`src/rtl/seq_divider_4bit_pkg.sv`:
```
// Shared definitions for the sequential 4-bit restoring divider:
// the controller state encoding, the operand width and the quotient
// reported when the divisor is zero.
package seq_divider_4bit_pkg;

    typedef enum logic {
        IDLE = 1'b0,
        CALC = 1'b1
    } div_state_t;

    localparam int DIV_WIDTH = 4;

    localparam logic [DIV_WIDTH-1:0] DIV_DZ_QUOT = 4'hF;

endpackage : seq_divider_4bit_pkg

```
`src/rtl/seq_divider_4bit_sub.sv`:
```
// Existing combinational 4-bit subtractor: diff = a - b, with
// borrow_out set whenever b is larger than a (unsigned).
module subtractor_4bit
    import seq_divider_4bit_pkg::*;
#(
    parameter int WIDTH = DIV_WIDTH
) (
    input  logic [WIDTH-1:0] a,
    input  logic [WIDTH-1:0] b,
    output logic [WIDTH-1:0] diff,
    output logic             borrow_out
);

    logic [WIDTH:0] w_wide;

    // One extra bit on the left catches the borrow out of the top position
    always_comb begin
        w_wide     = {1'b0, a} - {1'b0, b};
        diff       = w_wide[WIDTH-1:0];
        borrow_out = w_wide[WIDTH];
    end

endmodule : subtractor_4bit

```
`src/rtl/seq_divider_4bit.sv`:
```
// Sequential restoring divider for unsigned operands. One trial
// subtraction per clock on a single shared subtractor, so a division
// takes WIDTH cycles from the accepting edge to the done pulse. A zero
// divisor is answered immediately on the accepting edge.
module seq_divider_4bit
    import seq_divider_4bit_pkg::*;
#(
    parameter int               WIDTH   = DIV_WIDTH,
    parameter logic [WIDTH-1:0] DZ_QUOT = DIV_DZ_QUOT
) (
    input  logic             clk,
    input  logic             rst_n,
    input  logic             start,
    input  logic [WIDTH-1:0] dividend,
    input  logic [WIDTH-1:0] divisor,
    output logic             busy,
    output logic             done,
    output logic [WIDTH-1:0] quotient,
    output logic [WIDTH-1:0] remainder,
    output logic             div_by_zero
);

    localparam int CNT_W = (WIDTH > 1) ? $clog2(WIDTH) : 1;

    div_state_t       r_state;
    logic [WIDTH-1:0] r_q;
    logic [WIDTH-1:0] r_d;
    logic [WIDTH-1:0] r_r;
    logic [CNT_W-1:0] r_cnt;
    logic             r_busy;
    logic             r_done;
    logic [WIDTH-1:0] r_quot;
    logic [WIDTH-1:0] r_rem;
    logic             r_dz;

    logic [WIDTH-1:0] w_shifted;
    logic [WIDTH-1:0] w_subA;
    logic [WIDTH-1:0] w_subB;
    logic [WIDTH-1:0] w_diff;
    logic             w_borrow;
    logic [WIDTH-1:0] w_newR;
    logic [WIDTH-1:0] w_newQ;

    // Partial remainder shifted left with the next dividend bit brought in;
    // the remainder stays below 2^k after k steps, so nothing falls off the top
    assign w_shifted = (r_r << 1) | WIDTH'(r_q[WIDTH-1]);

    // The subtractor only matters during CALC; hold its inputs at zero otherwise
    assign w_subA = (r_state == CALC) ? w_shifted : '0;
    assign w_subB = (r_state == CALC) ? r_d       : '0;

    subtractor_4bit #(
        .WIDTH (WIDTH)
    ) u_sub (
        .a          (w_subA),
        .b          (w_subB),
        .diff       (w_diff),
        .borrow_out (w_borrow)
    );

    // Restoring step: keep the difference only when it did not borrow
    assign w_newR = w_borrow ? w_shifted : w_diff;
    assign w_newQ = {r_q[WIDTH-2:0], ~w_borrow};

    // Controller, datapath registers and registered outputs in one block
    always_ff @(posedge clk) begin
        if (!rst_n) begin
            r_state <= IDLE;
            r_q     <= '0;
            r_d     <= '0;
            r_r     <= '0;
            r_cnt   <= '0;
            r_busy  <= 1'b0;
            r_done  <= 1'b0;
            r_quot  <= '0;
            r_rem   <= '0;
            r_dz    <= 1'b0;
        end else begin
            r_done <= 1'b0;
            case (r_state)
                IDLE: begin
                    if (start) begin
                        r_q   <= dividend;
                        r_d   <= divisor;
                        r_r   <= '0;
                        r_cnt <= CNT_W'(WIDTH - 1);
                        if (divisor != '0) begin
                            r_state <= CALC;
                            r_busy  <= 1'b1;
                        end else begin
                            r_quot <= DZ_QUOT;
                            r_rem  <= dividend;
                            r_dz   <= 1'b1;
                            r_done <= 1'b1;
                        end
                    end
                end
                CALC: begin
                    r_r <= w_newR;
                    r_q <= w_newQ;
                    if (r_cnt == '0) begin
                        r_quot  <= w_newQ;
                        r_rem   <= w_newR;
                        r_dz    <= 1'b0;
                        r_done  <= 1'b1;
                        r_busy  <= 1'b0;
                        r_state <= IDLE;
                    end else begin
                        r_cnt <= r_cnt - 1'b1;
                    end
                end
                default: begin
                    r_state <= IDLE;
                    r_busy  <= 1'b0;
                end
            endcase
        end
    end

    assign busy        = r_busy;
    assign done        = r_done;
    assign quotient    = r_quot;
    assign remainder   = r_rem;
    assign div_by_zero = r_dz;

endmodule : seq_divider_4bit

```
`config.mk`:
```
export PLATFORM = sky130hd
export DESIGN_NAME = seq_divider_4bit
export DESIGN_NICKNAME = d
export VERILOG_FILES = /design/src/rtl/seq_divider_4bit_pkg.sv /design/src/rtl/seq_divider_4bit_sub.sv /design/src/rtl/seq_divider_4bit.sv
export SDC_FILE = /design/constraint.sdc
export NUM_CORES = 1
export LEC_CHECK = 0
export BUFFER_PORTS_ARGS = -buffer_cell sky130_fd_sc_hd__buf_2
export CELL_PAD_IN_SITES_DETAIL_PLACEMENT = 0
export CELL_PAD_IN_SITES_GLOBAL_PLACEMENT = 1
export CORE_MARGIN = 2
export CORE_UTILIZATION = 41
export CTS_CLUSTER_SIZE = 16
export DETAILED_ROUTE_END_ITERATION = 8
export PLACE_DENSITY_LB_ADDON = 0.1
export SLEW_MARGIN = 20
export SYNTH_ARGS = -nofsm -noshare
export SYNTH_HDL_FRONTEND = slang
export SYNTH_SLANG_ARGS = --single-unit
```
`constraint.sdc`:
```
create_clock -name clk -period 2.8 [get_ports clk]
set_input_delay 0.14 -clock clk [delete_from_list [all_inputs] [get_ports clk]]
set_output_delay 0.14 -clock clk [all_outputs]
set_load 0.02 [all_outputs]
```
==> results.py, run 1 <==
metrics = {
    "power_and_ir_drop": {
        "power_leakage_nw": 0.6759,
        "ir_drop_mv": 0.2342,
        "powerDensity_nw_per_um2": 522.1,
    },
    "clocking": {
        "clockBufferDepth": 2,
        "clk_pin_slew_ns": 0.15,
        "clock_tree.root_cell": "clkbuf_4",
        "post_cts_resized": 0,
        "cts_buffers": 3,
        "cts_tree": "built",
        "holdBufCountCts": 0,
        "cts_max_level": 1,
        "post_cts_buffers": 0,
        "clkLatencyLatePin_ns": 0.32,
        "clkSinkCount": 25,
    },
    "setup_path": {
        "timing.rr.start": "r_state$_SDFF_PN0_",
        "path_class": "reg -> reg",
        "path_max_fanout": 15,
        "cp-startpoint": "r_state$_SDFF_PN0_",
        "end_kind": "flop",
        "cp.arrival_ns": 2.41,
        "crit_required_ns": 3.02,
        "reg2reg_to": "remainder[1]$_SDFFE_PN0P_",
        "critPathLaunchType": "flop",
        "r2r_cells": 9,
        "r2r_slack_ns": 0.62,
        "worstSetupEndpoint": "remainder[1]$_SDFFE_PN0P_",
    },
    "synth": {
        "syn_avg_cell_area_um2": 9.266,
        "muxShareOfSynthArea": 0.06360,
        "synthXorXnorAreaFrac": 0.01370,
        "synth_compound_area_frac": 0.1869,
        "yosysWarnings": 0,
        "synth_top_family_by_area": "simple AND/OR/NAND/NOR gates",
        "yosysSeqAreaShare": 0.3914,
        "syn_inst": 138,
        "ys_ff_latch": 25,
        "synthAdderAreaFrac": 0.06458,
        "syn-num-nets": 155,
        "synthDistinctLibCells": 33,
        "synth_area_um2": 1279,
        "synth-simple-area-share": 0.2045,
    },
    "grt": {
        "gr-usage-met1": 0.2034,
        "antenna_found_initial": 0,
        "grt_pass1_wl_um": 4015,
        "grt_pass1_vias": 911,
        "grt.met3_usage": 0.01948,
        "grt_max_degree": 26,
        "grt-ovfl-total": 0,
        "met2_usage": 0.2329,
        "grt.total_usage": 0.1464,
        "busiest_layer": "met2",
    },
    "status": {
        "outcome": "completed",
    },
    "final_layout": {
        "insertedDiodeCount": 0,
        "final_net_count": 173,
        "drive_gt1_frac": 0.2323,
        "area_growth_pct": 8.904,
        "num-fill-cells": 306,
    },
    "route": {
        "ant_nets": 0,
        "viasPerCell": 5.053,
        "wl_per_cell_um": 12.82,
        "vias": 950,
        "first_pass_iters": 4,
        "drc": 0,
        "wirelength_um": 2410,
        "drt_iter0_drc": 50,
    },
    "timing": {
        "fin_skew_ns": 0.004121,
        "post-route-period-util": 0.7800,
        "tightest_slew_ns": 0.4127,
        "max_freq_mhz": 457.9,
        "maxSlewViolCount": 0,
        "fin_crit_ns": 2.184,
        "relSlewSlack": 0.7249,
        "hold_viol": 0,
        "rsz0062_at_grt": "false",
        "whs_ns": 0.08596,
        "setup_violations": 0,
        "tns_ns": 0,
    },
    "floorplanning": {
        "die_w_um": 59.85,
        "std_cell_rows": 20,
        "dieArea_um2": 3581,
        "start_util": 0.4258,
        "core_um2": 3003,
        "io_pins": 22,
        "die_y_um": 59.85,
    },
    "min_path": {
        "min-delay-start": "dividend[2]",
        "hp-class": "in -> reg",
    },
    "placed_design": {
        "dp_hpwl_um": 1800,
        "gp_congestion": 0.7641,
        "portBuffers": 21,
    },
    "run": {
        "cap_violations": 0,
    },
}
stage by stage:
| stage | power [mW] | utilization | instance area, µm² | worst slack, ns | cells |
|---|---|---|---|---|---|
| final | 0.7271 | 0.4638 | 1393 | 0.6161 | 188 |
| after global routing | 0.7728 | 0.4638 | 1393 | 0.4556 | 188 |
| after CTS | 0.7384 | 0.4638 | 1393 | 0.6225 | 188 |
| after detailed placement | 0.5665 | 0.4538 | 1363 | 0.6279 | 184 |
| after global placement | 0.5648 | 0.4538 | 1363 | 0.7074 | 184 |
| after floorplan | 0.5321 | - | 1279 | 0.5752 | 138 |
worst max-delay path, stage by stage (launching register included):
cell      delay, ns
dfxtp_1        0.37
buf_4          0.20
nand2_1        0.10
ha_1           0.16
inv_1          0.05
fa_1           0.40
a211oi_1       0.27
nor2_1         0.17
a31oi_1        0.26
a31oi_1        0.11
routing by layer:
metal / vias to the layer above / share of wire
met3: 2 / 0.017
li1: 514 / -
met4: 0 / 0.0050
met5: - / 0
met1: 425 / 0.51
met2: 9 / 0.46
cell usage after synthesis (all sizes together):
cell type | n | area [µm²]
dfxtp | 25 | 500.5
nand2 | 16 | 82.58
o21ai | 12 | 67.57
a21oi | 9 | 45.04
nor2 | 8 | 30.03
a31oi | 7 | 43.79
inv | 7 | 26.28
mux2i | 7 | 70.07
buf | 6 | 58.80
nor2b | 6 | 45.04
o211a | 6 | 60.06
ha | 5 | 62.56
and2 | 4 | 27.53
clkbuf | 3 | 11.26
or3 | 3 | 18.77
nand3 | 2 | 10.01
or2 | 2 | 12.52
xor2 | 2 | 17.52
a211oi | 1 | 7.510
a21boi | 1 | 7.510
and2b | 1 | 7.510
fa | 1 | 20.02
mux2 | 1 | 11.26
nand2b | 1 | 6.260
nor4 | 1 | 21.27
o21a | 1 | 7.510
cells in the final DEF (no fill, tap or decap):
cell type   count
dfxtp_1        25
buf_2          21
nand2_1        13
o21ai_0        10
a21oi_1         9
nor2_1          8
inv_1           7
a31oi_1         7
mux2i_1         7
o211a_1         6
nor2b_1         5
ha_1            5
and2_1          3
nand2_4         3
or3_1           3
clkbuf_4        3
xor2_1          2
o21ai_2         2
nand3_1         2
a211oi_1        1
nor2b_4         1
nor4_4          1
a21boi_0        1
or2_2           1
nand2b_1        1
or2_1           1
and2_4          1
and2b_1         1
o21a_1          1
mux2_2          1
fa_1            1
clkinvlp_4      1
buf_4           1
final cells by class:
cell class | instances | area [µm²] | share of cell area
multi-input cells | 97 | 681.9 | 0.4897
flip-flops and latches | 25 | 500.5 | 0.3594
repair buffers | 22 | 112.6 | 0.08086
well taps | 33 | 41.29 | 0.02965
inverters | 7 | 26.28 | 0.01887
clock buffers | 3 | 22.52 | 0.01617
clock inverters | 1 | 7.507 | 0.005391
cell families after synthesis:
kind of cell / Yosys count
and+or+nand+nor: 44
DFF: 25
adders and majority gates: 6
xor gates and xnor gates: 2
muxes: 8
AOI/OAI and AO/OA: 37
buffers and inverters: 16
sequential cells by signal, indices dropped and copies added (netlist names), 2 cells and up:
name       flops
quotient       4
r_d            4
r_q            4
remainder      4
r_r            3
r_cnt          2
how the worst min path moves through the flow:
stage	end	slack [ns]	cells after the start
2_1_floorplan	remainder[1]$_SDFFE_PN0P_	0.25	2
3_3_place_gp	remainder[2]$_SDFFE_PN0P_	0.44	3
3_5_place_dp	remainder[2]$_SDFFE_PN0P_	0.44	3
4_1_cts	remainder[2]$_SDFFE_PN0P_	0.07	3
5_1_grt	remainder[2]$_SDFFE_PN0P_	0.08	3
6_report	remainder[2]$_SDFFE_PN0P_	0.09	3
report_power, final:
part / total [mW] / internal [mW] / switching [mW] / leakage, nW
clock: 0.170 / 0.0545 / 0.116 / 0.0139
combinational: 0.155 / 0.0628 / 0.0920 / 0.456
sequential: 0.402 / 0.386 / 0.0160 / 0.206
Power figures use the tool's default switching activity.
==> run 2, diff against run 1 <==
--- a/config.mk
+++ b/config.mk
@@ -5,11 +5,12 @@
 export SDC_FILE = /design/constraint.sdc
 export NUM_CORES = 1
 export LEC_CHECK = 0
+export ABC_AREA = 1
 export BUFFER_PORTS_ARGS = -buffer_cell sky130_fd_sc_hd__buf_2
 export CELL_PAD_IN_SITES_DETAIL_PLACEMENT = 0
 export CELL_PAD_IN_SITES_GLOBAL_PLACEMENT = 1
 export CORE_MARGIN = 2
-export CORE_UTILIZATION = 41
+export CORE_UTILIZATION = 35
 export CTS_CLUSTER_SIZE = 16
 export DETAILED_ROUTE_END_ITERATION = 8
 export PLACE_DENSITY_LB_ADDON = 0.1
==> constraint.sdc (replaced) <==
create_clock -name clk -period 1.9 [get_ports clk]
set_input_delay 0.095 -clock clk [delete_from_list [all_inputs] [get_ports clk]]
set_output_delay 0.095 -clock clk [all_outputs]
set_load 0.02 [all_outputs]
==> results.py, run 2 <==
metrics = {
    "power_and_ir_drop": {
        "seq_power_share": 0.512,
        "power.internal_mw": 0.7977,
        "powerDensity_nw_per_um2": 769.0,
        "power_leakage_nw": 0.7703,
        "combPwrFrac": 0.203,
        "pwr-share-clk": 0.285,
        "p_switching_mw": 0.3530,
        "ir_drop_mv": 0.2619,
        "swShare": 0.3068,
    },
    "setup_path": {
        "path_cells": "buf_4 > nand2_1 > inv_1 > ha_1 > nand2_1 > nor2_1 > nor2_4 > nand3_1 > nand2_1 > nor2_1 > nor2_1",
        "end_kind": "flop",
        "critPathSlowestCell": "dfxtp_4",
        "critPathMaxStageDelay_ns": 0.38,
        "critPathLaunchType": "flop",
        "path_class": "reg -> reg",
        "path_max_fanout": 9,
        "crit_required_ns": 2.07,
        "cp.arrival_ns": 1.91,
    },
    "timing": {
        "hold_viol": 0,
        "fin_crit_ns": 1.743,
        "post-route-period-util": 0.9172,
        "tns_ns": 0,
        "rsz0062_at_grt": "false",
        "fin_skew_ns": 0.008906,
        "tightest_slew_ns": 0.3641,
        "setup_violations": 0,
        "relSlewSlack": 0.7570,
        "whs_ns": 0.05707,
        "maxSlewViolCount": 0,
        "max_freq_mhz": 573.8,
    },
    "route": {
        "wl_per_cell_um": 11.32,
        "drt_iter0_drc": 52,
        "first_pass_iters": 4,
        "viasPerCell": 4.575,
        "drc": 0,
        "vias": 1153,
        "wirelength_um": 2852,
        "ant_nets": 0,
    },
    "floorplanning": {
        "die_w_um": 64.68,
        "io_pins": 22,
        "core_um2": 3606,
        "std_cell_rows": 22,
        "die_y_um": 64.68,
        "start_util": 0.3574,
        "dieArea_um2": 4184,
    },
    "clocking": {
        "clk_pin_slew_ns": 0.10,
        "clkSinkCount": 25,
        "post_cts_buffers": 0,
        "clock_tree.root_cell": "clkbuf_8",
        "cts_tree": "built",
        "clkLatencyLatePin_ns": 0.27,
        "cts_buffers": 3,
        "holdBufCountCts": 0,
        "post_cts_resized": 0,
        "clockBufferDepth": 2,
        "cts_max_level": 1,
    },
    "synth": {
        "synth-async-reset-ratio": 0,
        "yosysSeqAreaShare": 0.3883,
        "syn-num-nets": 200,
        "synth_flop_cell": "dfxtp_1",
        "netlist_top_cells_count": "nand2_1, dfxtp_1, nor2_1",
        "syn_inst": 183,
        "synth_edf_count": 0,
        "ys_ff_latch": 25,
        "synth_top_area_frac": 0.3883,
        "yosysTopAreaCell": "dfxtp_1",
        "yosysMostFrequentCell": "nand2_1",
        "syn_avg_cell_area_um2": 7.042,
        "synth_area_um2": 1289,
        "synth.area.top_cells": "dfxtp_1, nand2_1, o21ai_0, nor2_1, inv_1",
        "yosysWarnings": 0,
        "synthDistinctLibCells": 24,
    },
    "grt": {
        "grt-ovfl-total": 0,
        "grt.total_usage": 0.1499,
        "antenna_found_initial": 0,
        "grt_pass1_wl_um": 4843,
        "grt_max_degree": 16,
        "grt_pass1_vias": 1055,
    },
    "status": {
        "outcome": "completed",
    },
    "min_path": {
        "hp-class": "in -> reg",
    },
    "placed_design": {
        "portBuffers": 21,
        "gp_congestion": 0.8626,
        "dp_hpwl_um": 2168,
    },
    "final_layout": {
        "drive_gt1_frac": 0.2010,
        "area_growth_pct": 16.12,
        "mostFrequentLayoutCells": "nand2_1, nor2_1, dfxtp_1",
        "final_common_cell": "nand2_1",
        "fin_util": 0.4150,
        "num-fill-cells": 410,
        "final_net_count": 222,
        "insertedDiodeCount": 0,
    },
    "run": {
        "cap_violations": 0,
    },
}
## run 2: final cells by class
cell class / count / area, µm² / area share
Inverter: 24 / 90.09 / 0.06020
Multi-Input combinational cell: 128 / 673.1 / 0.4498
Clock buffer: 3 / 41.29 / 0.02759
Tap cell: 48 / 60.06 / 0.04013
Sequential cell: 25 / 504.2 / 0.3370
Clock inverter: 1 / 7.507 / 0.005017
Timing Repair Buffer: 23 / 120.1 / 0.08027
## run 2: critical path, delay by kind of cell, from the launching register on
family / cells / cell delay [ns]
DFF: 1 / 0.38
and+or+nand+nor: 8 / 0.67
buffers and inverters: 2 / 0.21
adders and majority gates: 1 / 0.36
## run 2: power by group through the flow
stage | registers (mW) | logic, mW | clock network (mW)
floorplan | 0.621 | 0.153 | 0
global placement | 0.602 | 0.232 | 0
global route | 0.595 | 0.268 | 0.371
CTS | 0.591 | 0.234 | 0.349
finish | 0.589 | 0.234 | 0.328
detailed placement | 0.602 | 0.233 | 0
## run 2: final timing paths
| kind | start | endpoint | slack [ns] | cells past startpoint |
|---|---|---|---|---|
| setup / recovery | r_state$_SDFF_PN0_ | remainder[1]$_SDFFE_PN0P_ | 0.16 | 11 |
| hold / removal | divisor[0] | r_d[0]$_SDFFE_PN0P_ | 0.06 | 3 |
| setup reg to reg | r_state$_SDFF_PN0_ | remainder[1]$_SDFFE_PN0P_ | 0.16 | 11 |
| hold reg to reg | busy$_SDFFE_PN0P_ | busy$_SDFFE_PN0P_ | 0.47 | 2 |
## run 2: logic make-up after synthesis
logic type                 share of synthesized area
adders and majority gates                    0.06408
xor gates and xnor gates                    0.006797
buffers and inverters                         0.1029
and+or+nand+nor                               0.3019
DFF                                           0.3883
AOI/OAI and AO/OA                             0.1359
## run 2: metrics by stage
stage	cell area (µm²)	power [mW]	instances	setup slack, ns
5_1_grt	1496	1.233	252	0.009343
6_report	1496	1.151	252	0.1574
3_5_place_dp	1430	0.8353	248	0.08328
3_3_place_gp	1430	0.8332	248	0.1091
4_1_cts	1479	1.173	252	0.04956
2_1_floorplan	1295	0.7743	183	0.03124
## run 2: routing by layer
layer | GRT usage | vias up | share of wire
met5 | 0 | - | 0
met4 | 0.03989 | 0 | 0.0060
met3 | 0.03472 | 2 | 0.034
met2 | 0.2370 | 21 | 0.45
met1 | 0.2056 | 510 | 0.51
li1 | - | 620 | -
==> run 3, diff against run 2 <==
--- a/config.mk
+++ b/config.mk
@@ -13,6 +13,7 @@
 export CORE_UTILIZATION = 35
 export CTS_CLUSTER_SIZE = 16
 export DETAILED_ROUTE_END_ITERATION = 8
+export MAX_ROUTING_LAYER = met4
 export PLACE_DENSITY_LB_ADDON = 0.1
 export SLEW_MARGIN = 20
 export SYNTH_ARGS = -nofsm -noshare
==> results.py, run 3 (same netlist as run 2, synthesis figures left out) <==
metrics = {
    "status": {
        "outcome": "completed",
    },
    "setup_path": {
        "crit_required_ns": 2.07,
        "crit_family": "simple AND/OR/NAND/NOR gates",
        "path_cells": "buf_4 > nand2_1 > inv_1 > ha_1 > nand2_1 > nor2_1 > nor2_4 > nand3_1 > nand2_1 > nor2_1 > nor2_1",
        "path_max_fanout": 9,
        "cp.arrival_ns": 1.91,
        "timing.rr.start": "r_state$_SDFF_PN0_",
        "r2r_slack_ns": 0.16,
        "path_class": "reg -> reg",
        "r2r_cells": 11,
        "cp_num_buf_inv": 2,
        "critPathMaxStageDelay_ns": 0.38,
        "critPathSlowestCell": "dfxtp_4",
        "reg2reg_to": "remainder[1]$_SDFFE_PN0P_",
        "critPathLaunchType": "flop",
        "end_kind": "flop",
    },
    "grt": {
        "grt-ovfl-total": 0,
        "grt_pass1_vias": 1051,
        "antenna_found_initial": 0,
        "grt_max_degree": 16,
        "grt_pass1_wl_um": 4843,
        "grt.total_usage": 0.1540,
    },
    "final_layout": {
        "drive_gt1_frac": 0.2010,
        "area_growth_pct": 16.12,
        "final_common_cell": "nand2_1",
        "num-fill-cells": 410,
        "final_net_count": 222,
        "mostFrequentLayoutCells": "nand2_1, nor2_1, dfxtp_1",
        "insertedDiodeCount": 0,
    },
    "timing": {
        "maxSlewViolCount": 0,
        "fin_skew_ns": 0.008807,
        "setup_ws_ns": 0.1572,
        "rsz0062_at_grt": "false",
        "tightest_slew_ns": 0.3644,
        "max_freq_mhz": 573.8,
        "hold_viol": 0,
        "relSlewSlack": 0.7568,
        "tns_ns": 0,
        "setup_violations": 0,
        "post-route-period-util": 0.9172,
        "fin_crit_ns": 1.743,
    },
    "route": {
        "drt_iter0_drc": 67,
        "viasPerCell": 4.587,
        "wirelength_um": 2857,
        "wl_met1_um": 1460,
        "top_layer": "met3",
        "drc": 0,
        "ant_nets": 0,
        "dr_wl_met2_um": 1297,
        "first_pass_iters": 4,
        "vias": 1156,
        "met3_length_um": 99,
        "wl_per_cell_um": 11.34,
    },
    "placed_design": {
        "dp_hpwl_um": 2168,
        "gp_congestion": 0.8765,
        "portBuffers": 21,
        "pre_cts_slack_ns": 0.08328,
    },
    "min_path": {
        "hold_path_end": "r_d[0]$_SDFFE_PN0P_",
        "min-delay-start": "divisor[0]",
        "hold_depth": 3,
        "hp-class": "in -> reg",
    },
    "clocking": {
        "clockBufferDepth": 2,
        "cts_buffers": 3,
        "cts_tree": "built",
        "clock_tree.root_cell": "clkbuf_8",
        "clkLatencyLatePin_ns": 0.27,
        "holdBufCountCts": 0,
        "clk_pin_slew_ns": 0.10,
        "post_cts_resized": 0,
        "clkSinkCount": 25,
        "post_cts_buffers": 0,
        "cts_max_level": 1,
    },
    "run": {
        "cap_violations": 0,
    },
    "power_and_ir_drop": {
        "powerDensity_nw_per_um2": 768.4,
        "ir_drop_mv": 0.2619,
        "power_leakage_nw": 0.7703,
        "p_total_mw": 1.150,
    },
    "floorplanning": {
        "die_y_um": 64.68,
        "start_util": 0.3574,
        "core_um2": 3606,
        "std_cell_rows": 22,
        "dieArea_um2": 4184,
        "die_w_um": 64.68,
        "io_pins": 22,
    },
}
## run 3: worst max path at each step
| stage | from | endpoint | slack, ns | depth (start not counted) |
|---|---|---|---|---|
| after floorplan | r_state$_SDFF_PN0_ | remainder[0]$_SDFFE_PN0P_ | 0.03 | 14 |
| after global placement | r_state$_SDFF_PN0_ | quotient[0]$_SDFFE_PN0P_ | 0.11 | 9 |
| after detailed placement | r_state$_SDFF_PN0_ | remainder[1]$_SDFFE_PN0P_ | 0.08 | 12 |
| after CTS | r_state$_SDFF_PN0_ | remainder[1]$_SDFFE_PN0P_ | 0.05 | 12 |
| after global routing | r_state$_SDFF_PN0_ | remainder[3]$_SDFFE_PN0P_ | 0.009 | 10 |
| final | r_state$_SDFF_PN0_ | remainder[1]$_SDFFE_PN0P_ | 0.16 | 11 |
## run 3: per-layer routing
metal  vias to the layer above  GRT usage
li1                        620          -
met1                       516     0.2056
met4                         0    0.03989
met2                        20     0.2370
met5                         -          -
met3                         0    0.03472
## run 3: tightest hold or removal path, cell delays in order
cell and delay (ns):
buf_2 0.09, nor2_1 0.04, nor2_1 0.08
## run 3: layout make-up
class                      instances  area [µm²]  area share
clock buffer                       3       41.29     0.02759
clock inverter                     1       7.507    0.005017
inverter                          24       90.09     0.06020
multi-input combinational        128       673.1      0.4498
sequential                        25       504.2      0.3370
tap                               48       60.06     0.04013
timing repair buffer              23       120.1     0.08027
## run 3: stage by stage
stage	area, µm²	cells	hold WS, ns	util
floorplan	1295	183	0.2240	-
global route	1496	252	0.06205	0.4150
finish	1496	252	0.05830	0.4150
CTS	1479	252	0.04864	0.4101
detailed placement	1430	248	0.3380	0.3966
global placement	1430	248	0.3334	0.3966
## run 3: power breakdown
group | internal, mW | leakage (nW) | switching [mW]
Combinational | 0.0829 | 0.542 | 0.151
Clock | 0.149 | 0.0217 | 0.178
Sequential | 0.566 | 0.206 | 0.0234
Total | 0.798 | 0.770 | 0.352
